**config.mk**
```make
export PLATFORM = sky130hd
export DESIGN_NAME = junction_controller
export DESIGN_NICKNAME = d
export VERILOG_FILES = /design/src/rtl/junction_controller.sv
export SDC_FILE = /design/constraint.sdc
export NUM_CORES = 1
export LEC_CHECK = 0
export BUFFER_PORTS_ARGS = -buffer_cell sky130_fd_sc_hd__buf_2
export CAP_MARGIN = 40
export CELL_PAD_IN_SITES_DETAIL_PLACEMENT = 0
export CELL_PAD_IN_SITES_GLOBAL_PLACEMENT = 2
export CORE_MARGIN = 1
export CORE_UTILIZATION = 30
export DETAILED_ROUTE_END_ITERATION = 8
export GPL_ROUTABILITY_DRIVEN = 1
export PLACE_DENSITY_LB_ADDON = 0.1
export SYNTH_ARGS = -nofsm -noshare
export SYNTH_HDL_FRONTEND = slang
export SYNTH_SLANG_ARGS = --single-unit
```
**constraint.sdc**
```tcl
create_clock -name clk -period 2.24 [get_ports clk]
set_input_delay 0.448 -clock clk [delete_from_list [all_inputs] [get_ports clk]]
set_output_delay 0.448 -clock clk [all_outputs]
set_load 0.01 [all_outputs]
```
**src/rtl/junction_controller.sv**
```systemverilog
// Junction controller: sequences main road A, side road B and a pedestrian
// walk phase. Owns the phase down-counter and the B / pedestrian request
// latches. Lamps are decoded from the state register alone.
module junction_controller #(
  parameter int CNT_W       = 4,
  parameter int T_GREEN_MIN = 8,
  parameter int T_GREEN_B   = 6,
  parameter int T_AMBER     = 3,
  parameter int T_RED_AMBER = 2,
  parameter int T_ALL_RED   = 1,
  parameter int T_WALK      = 5
) (
  input  logic       clk,
  input  logic       rst_n,
  input  logic       b_sensor,
  input  logic       ped_req,
  output logic       a_red,
  output logic       a_amber,
  output logic       a_green,
  output logic       b_red,
  output logic       b_amber,
  output logic       b_green,
  output logic       walk,
  output logic       ped_wait,
  output logic [3:0] state
);

  localparam logic [3:0] S_ALL_RED     = 4'd0;
  localparam logic [3:0] S_A_RED_AMBER = 4'd1;
  localparam logic [3:0] S_A_GREEN     = 4'd2;
  localparam logic [3:0] S_A_AMBER     = 4'd3;
  localparam logic [3:0] S_PED_WALK    = 4'd4;
  localparam logic [3:0] S_B_RED_AMBER = 4'd5;
  localparam logic [3:0] S_B_GREEN     = 4'd6;
  localparam logic [3:0] S_B_AMBER     = 4'd7;

  localparam logic DIR_A = 1'b0;
  localparam logic DIR_B = 1'b1;

  logic [3:0]       state_q, state_d;
  logic [CNT_W-1:0] timer_q, timer_d;
  logic             dir_q, dir_d;
  // Set once the walk has been served in the current all-red pair, so a
  // request raised during the following ALL_RED waits for the next pair.
  logic             ped_done_q, ped_done_d;
  logic             b_pend_q, b_pend_d;
  logic             ped_pend_q, ped_pend_d;
  logic             expired;

  assign expired = (timer_q == '0);

  // Timer value loaded on entry: dwell minus one, so the state lasts N cycles.
  function automatic logic [CNT_W-1:0] dwell_load(input logic [3:0] s);
    case (s)
      S_A_RED_AMBER, S_B_RED_AMBER: dwell_load = CNT_W'(T_RED_AMBER - 1);
      S_A_GREEN:                    dwell_load = CNT_W'(T_GREEN_MIN - 1);
      S_A_AMBER, S_B_AMBER:         dwell_load = CNT_W'(T_AMBER - 1);
      S_PED_WALK:                   dwell_load = CNT_W'(T_WALK - 1);
      S_B_GREEN:                    dwell_load = CNT_W'(T_GREEN_B - 1);
      default:                      dwell_load = CNT_W'(T_ALL_RED - 1);
    endcase
  endfunction

  // Phase sequencing and direction bookkeeping.
  always_comb begin
    state_d    = state_q;
    dir_d      = dir_q;
    ped_done_d = ped_done_q;
    case (state_q)
      S_ALL_RED: begin
        if (expired) begin
          if (ped_pend_q && !ped_done_q) begin
            state_d = S_PED_WALK;
          end else begin
            state_d    = (dir_q == DIR_B) ? S_B_RED_AMBER : S_A_RED_AMBER;
            ped_done_d = 1'b0;
          end
        end
      end
      S_A_RED_AMBER: if (expired) state_d = S_A_GREEN;
      S_A_GREEN:     if (expired && (b_pend_q || ped_pend_q)) state_d = S_A_AMBER;
      S_A_AMBER: begin
        if (expired) begin
          state_d = S_ALL_RED;
          dir_d   = DIR_B;
        end
      end
      S_PED_WALK: begin
        if (expired) begin
          state_d    = S_ALL_RED;
          dir_d      = b_pend_q ? DIR_B : DIR_A;
          ped_done_d = 1'b1;
        end
      end
      S_B_RED_AMBER: if (expired) state_d = S_B_GREEN;
      S_B_GREEN:     if (expired) state_d = S_B_AMBER;
      S_B_AMBER: begin
        if (expired) begin
          state_d = S_ALL_RED;
          dir_d   = DIR_A;
        end
      end
      default: begin
        state_d    = S_ALL_RED;
        dir_d      = DIR_A;
        ped_done_d = 1'b0;
      end
    endcase
  end

  // Phase timer: reload on any state change, otherwise count down and hold at 0.
  always_comb begin
    timer_d = timer_q;
    if (state_d != state_q) begin
      timer_d = dwell_load(state_d);
    end else if (!expired) begin
      timer_d = timer_q - 1'b1;
    end
  end

  // Request latches: set wins over hold; the entry edge of the serving phase clears.
  always_comb begin
    ped_pend_d = ped_pend_q | (ped_req && (state_q != S_PED_WALK));
    if ((state_d == S_PED_WALK) && (state_q != S_PED_WALK)) ped_pend_d = 1'b0;
    b_pend_d = b_pend_q |
               (b_sensor && (state_q != S_B_RED_AMBER) && (state_q != S_B_GREEN));
    if ((state_d == S_B_GREEN) && (state_q != S_B_GREEN)) b_pend_d = 1'b0;
  end

  // State, timer and request registers.
  always_ff @(posedge clk or negedge rst_n) begin
    if (!rst_n) begin
      state_q    <= S_ALL_RED;
      timer_q    <= CNT_W'(T_ALL_RED);
      dir_q      <= DIR_A;
      ped_done_q <= 1'b0;
      b_pend_q   <= 1'b0;
      ped_pend_q <= 1'b0;
    end else begin
      state_q    <= state_d;
      timer_q    <= timer_d;
      dir_q      <= dir_d;
      ped_done_q <= ped_done_d;
      b_pend_q   <= b_pend_d;
      ped_pend_q <= ped_pend_d;
    end
  end

  // Lamp decode from the state register; unknown encodings show all red.
  always_comb begin
    a_red   = 1'b0;
    a_amber = 1'b0;
    a_green = 1'b0;
    b_red   = 1'b0;
    b_amber = 1'b0;
    b_green = 1'b0;
    walk    = 1'b0;
    case (state_q)
      S_A_RED_AMBER: begin a_red = 1'b1; a_amber = 1'b1; b_red = 1'b1; end
      S_A_GREEN:     begin a_green = 1'b1; b_red = 1'b1; end
      S_A_AMBER:     begin a_amber = 1'b1; b_red = 1'b1; end
      S_PED_WALK:    begin a_red = 1'b1; b_red = 1'b1; walk = 1'b1; end
      S_B_RED_AMBER: begin a_red = 1'b1; b_red = 1'b1; b_amber = 1'b1; end
      S_B_GREEN:     begin a_red = 1'b1; b_green = 1'b1; end
      S_B_AMBER:     begin a_red = 1'b1; b_amber = 1'b1; end
      default:       begin a_red = 1'b1; b_red = 1'b1; end
    endcase
  end

  assign ped_wait = ped_pend_q;
  assign state    = state_q;

endmodule

```
==> results.md <==
- Final min period: 2040 ps
- Peak Freq: 490 MHz
- Mapped Area: 778 µm²
- # Post-CTS Setup Buffers: 0
- First-pass GRT wire length: 3080 µm
- CTS Buf Count: 3
- H-tree Lvls: 1
- Commonest cells after routing, fill and taps aside: buf_2 (15), nor2_1 (11), dfrtp_1 (11)
- Via density: 5.04
- Status: finished clean
- Top cell type's share of synthesized area: 35.4%
- YS warnings: 0
- Final Hold Viols: 0
- CP Max Fanout: 9
- Worst-Skew Late Latency: 270 ps
- Final setup fails: 0
- Synth area leaders: dfrtp_1 (35%), nor2_1 (5.3%), a21oi_1 (4.5%), nor2b_1 (4.0%), dfstp_2 (3.4%)
- Worst path buffer plus inverter count: 1
- Hold buffers post-CTS: 0
- CORE AREA: 0.00245 mm²
- Commonest non-fill, non-tap cell in the layout: buf_2
- Multi-input gate area: 434 µm²
- GRT Residual Overflow: 0
- DRT Wirelength: 1790 µm
- Area growth from synthesis to layout: 19.1%
- CP arrival: 2200 ps
- Post-synth top area cell: dfrtp_1
- Placement Setup Slack: 193 ps
- Initial antenna violation count: 0
- Fin worst setup slack: 201 ps
- Final period utilization: 91.0%
- Placer Congestion: 0.756
- Maximum VDD drop: 0.519 mV
- CP required: 2400 ps
- DIE HEIGHT: 52.9 µm
- Largest net degree at the start of global routing: 17
- PwrDens: 1310 mW/mm²
- DIE AREA: 0.00280 mm²
- RSZ-0062 raised after global routing: no
- GRT Util Overall: 15.5%
- Clock sinks: 12
- Register area: 302 µm²
- Antenna diodes: 0
- # fillers: 275
- Layout cells sized above 1: 28.8%
- Setup TNS: 0 ps
- Reg-to-Reg End: timer_q[2]
- Crit. Startpoint: timer_q[0]
- Critical-path cell list: inv_1 -> ha_1 -> or3b_1 -> a21oi_1 -> a211oi_2 -> o21bai_1 -> o22ai_1
- Nets@finish: 110
- Die X: 52.9 µm
- Slew Limit Fails: 0
- Crit path depth: 7
- Post-synthesis register bit count: 12
- CP max stage delay: 560 ps
- WL/cell: 13.4 µm
- Mean Syn Cell Area: 9.16 µm²
- Routed via count: 675
- Initial core utilization: 31.7%
- Placed wire-length estimate: 1340 µm
- Hold Path Class: in -> async
- Max-Cap Viols: 0
- Leak Pwr: 0.389 nW
- Bufs on Longest Clock Path: 2
- IO Pins: 16
- Crit path max-delay cell type: dfstp_2
- Critical path class: reg -> reg
- CP endpoint kind: flop
- Gate Count Post-Synth: 85
- Critical path startpoint category: flop
- Reg2Reg Setup Slack: 200 ps
- # port buffers: 15
- DRC: 0
- Cells on worst reg2reg path: 7
- CTS Root Cell: clkbuf_4
- Worst-path clk slew: 80 ps
- Vias in the first global route: 649
- Top delay family on crit path: compound AO/OA/AOI/OAI gates
- Synth Net Count: 90
- Site Rows: 18
- Critical R2R Launch: timer_q[0]
- DR pass1 iterations: 4
- Sequential share of the synthesized area: 38.7%
- Synth cell types: 36
- DRT iter0 DRCs: 9
- PostCTS Resize Cnt: 0
- Setup Skew: 5.21 ps
- Final ANT Viol Nets: 0
- CTS tree: done
[how the worst max path moves through the flow]
stage | slack [ps] | end
5_1_grt | 40 | timer_q[2]
3_3_place_gp | 260 | timer_q[2]
4_1_cts | 180 | timer_q[2]
2_1_floorplan | 420 | timer_q[2]
6_report | 200 | timer_q[2]
3_5_place_dp | 190 | timer_q[2]
[through the flow]
stage                     utilization [%]  cell area, µm²  instances  total power [mW]  hold slack, ps
after floorplan                         -             778         85             0.908             152
after global placement               36.7             901        130              1.09             355
after detailed placement             36.7             901        130              1.08             349
after CTS                            37.8             927        134              1.23            49.0
after global routing                 37.8             927        134              1.33            49.2
final                                37.8             927        134              1.21            43.1
[cell families after synthesis]
| family | Yosys count | synth area share [%] |
|---|---|---|
| AOI/OAI and AO/OA | 25 | 24.8 |
| xor gates and xnor gates | 1 | 1.13 |
| adders and majority gates | 1 | 1.61 |
| buffers and inverters | 9 | 5.46 |
| DFF | 12 | 38.7 |
| muxes | 2 | 2.57 |
| other | 1 | 0.482 |
| and+or+nand+nor | 34 | 25.2 |
[per-layer routing]
metal  up-vias  share of wire (%)  GRT usage (%)
met2         8                 47           23.8
met3         2                3.2           1.72
met5         -                  0              0
met4         0               0.73           7.89
met1       322                 49           21.0
li1        343                  -              -
[Yosys cell counts, drive strengths merged]
master / n
a211oi: 2
and2: 2
clkbuf: 2
and4bb: 1
mux2i: 2
nand2: 1
conb: 1
o22ai: 2
nor3b: 3
dfrtp: 11
inv: 4
o21bai: 2
o2111ai: 1
dfstp: 1
a21oi: 9
o31ai: 1
or3: 2
nor2b: 6
xnor2: 1
nand2b: 2
a221oi: 1
buf: 3
o22a: 2
a32oi: 1
nor3: 5
nor2: 11
or3b: 1
a31oi: 1
o21ai: 2
a2111o: 1
ha: 1
[sequential cells by signal, indices dropped and copies added, names as in the netlist]
signal      flops
b_pend_q        1
dir_q           1
ped_done_q      1
ped_wait        1
state           4
timer_q         4
[power by group]
part	internal, mW	switching (mW)
Sequential	0.288	0.0983
Combinational	0.321	0.363
Clock	0.0689	0.0753
Total	0.678	0.537
[final cells by class]
cell class                      count  area share (%)
Clock buffer                        4            2.83
Inverter                            4            1.62
Multi-Input combinational cell     64            46.8
Sequential cell                    12            32.5
Tap cell                           30            4.05
Timing Repair Buffer               20            12.1
Power figures use the tool's default switching activity.
